File: src/rtl/alu_pkg.sv
// alu_pkg: shared definitions for the registered ALU.
//   - 4-bit opcode constants (OP_ADD .. OP_NOP)
//   - operation-class enum used to drive the one-hot class flags
//   - compare result constants and the divide-by-zero result
//   - op_class(): maps an opcode to its class
package alu_pkg;

   localparam logic [3:0] OP_ADD  = 4'b0000;
   localparam logic [3:0] OP_SUB  = 4'b0001;
   localparam logic [3:0] OP_MUL  = 4'b0010;
   localparam logic [3:0] OP_DIV  = 4'b0011;
   localparam logic [3:0] OP_AND  = 4'b0100;
   localparam logic [3:0] OP_OR   = 4'b0101;
   localparam logic [3:0] OP_NAND = 4'b0110;
   localparam logic [3:0] OP_NOR  = 4'b0111;
   localparam logic [3:0] OP_XOR  = 4'b1000;
   localparam logic [3:0] OP_XNOR = 4'b1001;
   localparam logic [3:0] OP_EQ   = 4'b1010;
   localparam logic [3:0] OP_GT   = 4'b1011;
   localparam logic [3:0] OP_LT   = 4'b1100;
   localparam logic [3:0] OP_SHR  = 4'b1101;
   localparam logic [3:0] OP_SHL  = 4'b1110;
   localparam logic [3:0] OP_NOP  = 4'b1111;

   typedef enum logic [2:0] {
      ClsNone,
      ClsArith,
      ClsLogic,
      ClsCmp,
      ClsShift
   } op_class_e;

   localparam int unsigned CMP_EQ_VAL = 1;
   localparam int unsigned CMP_GT_VAL = 2;
   localparam int unsigned CMP_LT_VAL = 3;

   localparam logic [15:0] DIV_BY_ZERO_VAL = 16'hFFFF;

   function automatic op_class_e op_class(input logic [3:0] op);
      op_class_e cls;
      case (op)
         OP_ADD, OP_SUB, OP_MUL, OP_DIV:                   cls = ClsArith;
         OP_AND, OP_OR, OP_NAND, OP_NOR, OP_XOR, OP_XNOR: cls = ClsLogic;
         OP_EQ, OP_GT, OP_LT:                              cls = ClsCmp;
         OP_SHR, OP_SHL:                                   cls = ClsShift;
         default:                                          cls = ClsNone;
      endcase
      return cls;
   endfunction

endpackage

File: src/rtl/alu_flag_dec.sv
// alu_flag_dec: combinational decoder from opcode to the one-hot class flags.
//   alu_fun_i     opcode
//   arith_flag_o  opcode in ADD..DIV
//   logic_flag_o  opcode in AND..XNOR
//   cmp_flag_o    opcode in EQ..LT
//   shift_flag_o  opcode in SHR..SHL
// NOP raises no flag.
module alu_flag_dec
   import alu_pkg::*;
(
   input  logic [3:0] alu_fun_i,
   output logic       arith_flag_o,
   output logic       logic_flag_o,
   output logic       cmp_flag_o,
   output logic       shift_flag_o
);

   always_comb begin
      arith_flag_o = 1'b0;
      logic_flag_o = 1'b0;
      cmp_flag_o   = 1'b0;
      shift_flag_o = 1'b0;
      unique case (op_class(alu_fun_i))
         ClsArith: arith_flag_o = 1'b1;
         ClsLogic: logic_flag_o = 1'b1;
         ClsCmp:   cmp_flag_o   = 1'b1;
         ClsShift: shift_flag_o = 1'b1;
         ClsNone:  ;
      endcase
   end

endmodule

File: src/rtl/alu.sv
// alu: registered 16-operation arithmetic/logic unit, latency one clock.
//   clk, rst_n   clock and asynchronous active-low reset (clears all outputs)
//   A, B         operands (unsigned)
//   ALU_FUN      operation select (see alu_pkg opcodes)
//   ALU_OUT      registered result
//   Carry_Flag   ADD carry-out / SUB borrow, 0 otherwise
//   Arith_Flag, Logic_Flag, CMP_Flag, Shift_Flag  one-hot class of registered op
//   Zero_Flag    only when ALU_ZERO_FLAG_EN is defined: result is 0 and op is not NOP
module alu
   import alu_pkg::*;
#(
   parameter int unsigned WIDTH = 16
) (
   input  logic             clk,
   input  logic             rst_n,
   input  logic [WIDTH-1:0] A,
   input  logic [WIDTH-1:0] B,
   input  logic [3:0]       ALU_FUN,
   output logic [WIDTH-1:0] ALU_OUT,
   output logic             Carry_Flag,
   output logic             Arith_Flag,
   output logic             Logic_Flag,
   output logic             CMP_Flag,
   output logic             Shift_Flag
`ifdef ALU_ZERO_FLAG_EN
   ,
   output logic             Zero_Flag
`endif
);

   logic [WIDTH-1:0] res_d, res_q;
   logic             carry_d, carry_q;
   logic             arith_d, logic_d, cmp_d, shift_d;
   logic             arith_q, logic_q, cmp_q, shift_q;

   alu_flag_dec u_flag_dec (
      .alu_fun_i    (ALU_FUN),
      .arith_flag_o (arith_d),
      .logic_flag_o (logic_d),
      .cmp_flag_o   (cmp_d),
      .shift_flag_o (shift_d)
   );

   always_comb begin
      res_d   = '0;
      carry_d = 1'b0;
      case (ALU_FUN)
         OP_ADD:  {carry_d, res_d} = {1'b0, A} + {1'b0, B};
         OP_SUB: begin
            res_d   = A - B;
            carry_d = (A < B);
         end
         OP_MUL:  res_d = A * B;  // upper product bits discarded
         OP_DIV:  res_d = (B == '0) ? WIDTH'(DIV_BY_ZERO_VAL) : A / B;
         OP_AND:  res_d = A & B;
         OP_OR:   res_d = A | B;
         OP_NAND: res_d = ~(A & B);
         OP_NOR:  res_d = ~(A | B);
         OP_XOR:  res_d = A ^ B;
         OP_XNOR: res_d = ~(A ^ B);
         OP_EQ:   res_d = (A == B) ? WIDTH'(CMP_EQ_VAL) : '0;
         OP_GT:   res_d = (A > B)  ? WIDTH'(CMP_GT_VAL) : '0;
         OP_LT:   res_d = (A < B)  ? WIDTH'(CMP_LT_VAL) : '0;
         OP_SHR:  res_d = A >> 1;
         OP_SHL:  res_d = A << 1;
         default: res_d = '0;
      endcase
   end

   always_ff @(posedge clk or negedge rst_n) begin
      if (!rst_n) begin
         res_q   <= '0;
         carry_q <= 1'b0;
         arith_q <= 1'b0;
         logic_q <= 1'b0;
         cmp_q   <= 1'b0;
         shift_q <= 1'b0;
      end else begin
         res_q   <= res_d;
         carry_q <= carry_d;
         arith_q <= arith_d;
         logic_q <= logic_d;
         cmp_q   <= cmp_d;
         shift_q <= shift_d;
      end
   end

   assign ALU_OUT    = res_q;
   assign Carry_Flag = carry_q;
   assign Arith_Flag = arith_q;
   assign Logic_Flag = logic_q;
   assign CMP_Flag   = cmp_q;
   assign Shift_Flag = shift_q;

`ifdef ALU_ZERO_FLAG_EN
   logic zero_d, zero_q;

   assign zero_d = (res_d == '0) && (ALU_FUN != OP_NOP);

   always_ff @(posedge clk or negedge rst_n) begin
      if (!rst_n) begin
         zero_q <= 1'b0;
      end else begin
         zero_q <= zero_d;
      end
   end

   assign Zero_Flag = zero_q;
`endif

endmodule

File: config.mk
export PLATFORM = sky130hd
export DESIGN_NAME = alu
export DESIGN_NICKNAME = d
export VERILOG_FILES = /design/src/rtl/alu_pkg.sv /design/src/rtl/alu_flag_dec.sv /design/src/rtl/alu.sv
export SDC_FILE = /design/constraint.sdc
export NUM_CORES = 1
export LEC_CHECK = 0
export ABC_AREA = 1
export CAP_MARGIN = 20
export CORE_ASPECT_RATIO = 0.8
export CORE_MARGIN = 3
export CORE_UTILIZATION = 57
export CTS_CLUSTER_SIZE = 40
export DETAILED_ROUTE_END_ITERATION = 16
export HOLD_SLACK_MARGIN = 0.12
export PLACE_DENSITY_LB_ADDON = 0.05
export SLEW_MARGIN = 10
export SYNTH_ARGS = -nofsm -noshare
export SYNTH_HDL_FRONTEND = slang
export SYNTH_HIERARCHICAL = 1
export SYNTH_SLANG_ARGS = --single-unit
File: constraint.sdc
create_clock -name clk -period 1.3 [get_ports clk]
set_input_delay 0.39 -clock clk [delete_from_list [all_inputs] [get_ports clk]]
set_output_delay 0.39 -clock clk [all_outputs]
set_load 0.05 [all_outputs]
==> results_dict.tcl, run 1 <==
set metrics [dict create \
    post_synth_instance_area_um2 14840 \
    ys_dominant_reg_cell "sky130_fd_sc_hd__dfrtp_1" \
    synthesis.area_per_instance_um2 6.395 \
    netlist_top_cells_count "sky130_fd_sc_hd__nand2_1, sky130_fd_sc_hd__inv_1, sky130_fd_sc_hd__ha_1" \
    synth.ff_latch_count 21 \
    clock-root-buffer "sky130_fd_sc_hd__clkbuf_16" \
    synthSimpleGateAreaFrac 0.3134 \
    run.stop_error "[ERROR DPL-0033] detailed placement checks failed during check placement." \
    cts_max_path_buffers 2 \
    portBuffers 58 \
    synth-adder-area-share 0.3105 \
    yosys.area.top_type_share 0.1999 \
    place.detailed.hpwl_mm 52.43 \
    post_synthesis_net_count 2677 \
    synth-edff-count 0 \
    cts_resized 545 \
    placed_cells 3341 \
    syn-instance-count 2320 \
    postCtsSetupBuffers 168 \
    cts.htree.levels 1 \
    synthXorXnorAreaFrac 0.05018 \
    dieWidth_um 186.4 \
    largest_family_of_logic_cells_by_synthesized_area "simple AND/OR/NAND/NOR gates" \
    yosys.cell_count.top_type "sky130_fd_sc_hd__nand2_1" \
    synth.area.mux_share 0.0006747 \
    synth_compound_gate_area_share 0.1607 \
    cts-buffers-inserted 3 \
    gp_routability_congestion 1.114 \
    synth_sequential_area_ratio 0.03542 \
    synth_top_cells_by_area "sky130_fd_sc_hd__ha_1, sky130_fd_sc_hd__nand2_1, sky130_fd_sc_hd__fa_1" \
    share_of_synthesized_registers_carrying_an_async_set_or_reset 1.000 \
    core.rowCount 52 \
    synth_cell_type_count 68 \
    floorplan.io_pins 59 \
    die_y_um 150.3 \
    ys_warn_count 6 \
    initial_core_util 0.5832 \
    status "did not finish" \
    synth_top_area_cell "sky130_fd_sc_hd__ha_1" \
    holdBufCountCts 0 \
    pre_cts_ws_ps -21750 \
    flow.stopped_at "4_1_cts" \
    cts_num_sinks 21 \
]
-- stage by stage --
stage,cell area [um^2],hold slack (ps)
after global placement,21780,756.8
after detailed placement,21780,762.5
after floorplan,15890,94.41
-- kinds of logic after synthesis --
family	Yosys count
and+or+nand+nor	1005
buffers and inverters	495
AOI/OAI and AO/OA	394
adders and majority gates	319
xor gates and xnor gates	85
DFF	21
muxes	1
==> inputs of run 2 (changes only) <==
--- a/config.mk
+++ b/config.mk
@@ -7,13 +7,10 @@
 export LEC_CHECK = 0
 export ABC_AREA = 1
 export CAP_MARGIN = 20
-export CORE_ASPECT_RATIO = 0.8
 export CORE_MARGIN = 3
-export CORE_UTILIZATION = 57
-export CTS_CLUSTER_SIZE = 40
+export CORE_UTILIZATION = 40
 export DETAILED_ROUTE_END_ITERATION = 16
-export HOLD_SLACK_MARGIN = 0.12
-export PLACE_DENSITY_LB_ADDON = 0.05
+export PLACE_DENSITY_LB_ADDON = 0.15
 export SLEW_MARGIN = 10
 export SYNTH_ARGS = -nofsm -noshare
 export SYNTH_HDL_FRONTEND = slang
==> results_dict.tcl, run 2 <==
set metrics [dict create \
    yosys.cell_count.top_type "sky130_fd_sc_hd__nand2_1" \
    most-common-layout-cells "sky130_fd_sc_hd__buf_4, sky130_fd_sc_hd__nand2_1, sky130_fd_sc_hd__inv_1, sky130_fd_sc_hd__ha_1, sky130_fd_sc_hd__nand2_2" \
    floorplan.io_pins 59 \
    grt_setup_unrepaired "yes" \
    cpMostUsedCell "sky130_fd_sc_hd__nand2_2" \
    holdBufCountCts 0 \
    post_synth_instance_area_um2 14840 \
    setup_viol_count_final 17 \
    initial_core_util 0.4111 \
    yosys.area.top_type_share 0.1999 \
    dieWidth_um 198.6 \
    final_layout_size_suffix_gt1_frac 0.4827 \
    report.final.hold_viol_count 0 \
    synth-edff-count 0 \
    antenna_found_initial 2 \
    cts_tree "yes" \
    ys_warn_count 6 \
    layout_setup_ws_ps -20010 \
    cts.htree.levels 1 \
    power.share.combinational 0.930 \
    synthesis.area_per_instance_um2 6.395 \
    timing_max_transition_violations_final 0 \
    power_dissipated_by_switching_net_loads_w 0.01157 \
    vias_in_the_first_global_route 19750 \
    status "finished, violations left" \
    dr.first_iter.drc_count 1313 \
    max-slew-margin-rel 0.5716 \
    post_synthesis_net_count 2677 \
    routed_wirelength_mm 71.59 \
    fin_crit_sh 16.39 \
    layout_commonest_cell "sky130_fd_sc_hd__buf_4" \
    synth_cell_type_count 68 \
    internal_power_w 0.01198 \
    slowest_stage_delay_on_critical_path_ps 340 \
    share_of_synthesized_registers_carrying_an_async_set_or_reset 1.000 \
    cp.required_ps 1450 \
    end_kind "flop" \
    portBuffers 58 \
    placed_area_um2 22280 \
    power_switching_share 0.4914 \
    die_y_um 198.6 \
    syn-instance-count 2320 \
    cts_max_path_buffers 2 \
    ir_worst_vdd_v 0.001613 \
    worst_pin_slew_ps 640.2 \
    cts_num_sinks 21 \
    routed_via_density 5.390 \
    whs_ps 485.6 \
    gp_routability_congestion 1.052 \
    share_clk_of_total_power 0.031 \
    core.rowCount 69 \
    remaining_design_rule_violation_count 0 \
    leakage_nw 13.79 \
    multiInputGateArea_um2 15340 \
    synth_top_area_cell "sky130_fd_sc_hd__ha_1" \
    hold_path_class "in -> async" \
    netlist_top_cells_count "sky130_fd_sc_hd__nand2_1, sky130_fd_sc_hd__inv_1, sky130_fd_sc_hd__ha_1" \
    final_nets 3575 \
    arrival_ps 21460 \
    num_vias 19830 \
    power.sequential.fraction 0.039 \
    criticalPathCategory "in -> reg" \
    critical_path.startpoint_type "input port" \
    grt_pass1_wl_mm 105.1 \
    number_of_flip_flops_in_the_largest_register 16 \
    final_util 0.7294 \
    grt-ovfl-total 0 \
    gr-usage-all-layers 0.3365 \
    pre_cts_ws_ps -20890 \
    grt_start_max_net_pins 22 \
    final.min_clock_period_ps 21310 \
    first_pass_iters 6 \
    violations "negative setup slack" \
    cpMaxStageDelayCell "sky130_fd_sc_hd__ha_1" \
    ff_latch_area_um2 525.5 \
    place.detailed.hpwl_mm 51.46 \
    clkTransAtPathRegs_ps 70 \
    pwr_cell_area_nw_per_um2 894.6 \
    maximum_net_fanout_on_the_critical_path 8 \
    synth_top_cells_by_area "sky130_fd_sc_hd__ha_1, sky130_fd_sc_hd__nand2_1, sky130_fd_sc_hd__fa_1" \
    core_area_um2 36090 \
    number_of_maximum_capacitance_violations 0 \
    die_area_um2 39440 \
    synth.ff_latch_count 21 \
    area.growth.synth_to_final_pct 77.41 \
    drt.antenna.violating_nets 0 \
    drt-wirelength-per-cell_um 19.46 \
    ys_dominant_reg_cell "sky130_fd_sc_hd__dfrtp_1" \
    nFillCells 2716 \
    clock-root-buffer "sky130_fd_sc_hd__clkbuf_16" \
    cts-buffers-inserted 3 \
    finish.instance_area_um2 26320 \
    synth_sequential_area_ratio 0.03542 \
    achievable-frequency_mhz 46.93 \
]
[run 2: cell counts after synthesis]
Identical to the previous run, type by type.
[run 2: metrics by stage]
| stage | instances | setup TNS [ps] | total power, W |
|---|---|---|---|
| after floorplan | 2320 | -148310 | 0.01152 |
| after global placement | 3497 | -172900 | 0.01797 |
| after detailed placement | 3497 | -177310 | 0.01831 |
| after CTS | 3622 | -159610 | 0.02129 |
| after global routing | 3678 | -173480 | 0.02554 |
| final | 3679 | -163100 | 0.02355 |
[run 2: kinds of logic after synthesis]
| kind of cell | Yosys count | synth area share |
|---|---|---|
| AND/OR/NAND/NOR | 1005 | 0.3134 |
| XOR/XNOR | 85 | 0.05018 |
| buffers and inverters | 495 | 0.1290 |
| multiplexers | 1 | 0.0006747 |
| adder cells (fa/ha/maj) | 319 | 0.3105 |
| AO/OA/AOI/OAI | 394 | 0.1608 |
| flip-flops | 21 | 0.03542 |
[run 2: repair_timing]
action	4_1_cts	5_1_grt
setup buffers	119	60
setup endpoints to repair	19	17
endpoints found under the hold margin	0	0
gates cloned	5	0
resized for setup	354	300
pin swaps	211	216
[run 2: final timing paths]
kind	end	cells after the start	startpoint	slack [ps]
max	ALU_OUT[0]	174	B[0]	-20010
min	ALU_OUT[11]	2	rst_n	490
min in group clk	CMP_Flag	4	ALU_FUN[1]	720
max in group asynchronous	ALU_OUT[13]	2	rst_n	660
[run 2: area by class of cell]
cell class | instances | area share
Multi-Input combinational cell | 1805 | 0.5828
Tap cell | 461 | 0.02191
Clock buffer | 4 | 0.002995
Inverter | 427 | 0.06284
Timing Repair inverter | 1 | 0.0002377
Timing Repair Buffer | 959 | 0.3091
Antenna cell | 1 | 0.00009508
Sequential cell | 21 | 0.01997
[run 2: layer usage]
metal | vias up | part of all wire | global-route usage
met4 | 0 | 0.058 | 0.1346
met2 | 810 | 0.47 | 0.5776
met5 | - | 0 | 0
met1 | 9418 | 0.41 | 0.4298
met3 | 256 | 0.068 | 0.04099
li1 | 9344 | - | -
[run 2: worst max-delay path, delay by kind of cell]
| family | cells | cell delay, ps |
|---|---|---|
| AND/OR/NAND/NOR | 98 | 9700 |
| AO/OA/AOI/OAI | 31 | 4510 |
| adder cells (fa/ha/maj) | 16 | 4320 |
| buffers and inverters | 27 | 2130 |
| XOR/XNOR | 2 | 320 |
[run 2: power groups by stage]
stage	sequential (W)	combinational (W)	clock, W
finish	0.000929	0.0219	0.000729
detailed placement	0.000943	0.0174	0
global route	0.000935	0.0239	0.000752
CTS	0.000929	0.0196	0.000735
global placement	0.000936	0.0170	0
floorplan	0.00132	0.0102	0
Note: power is estimated with default switching activity, not from simulation.
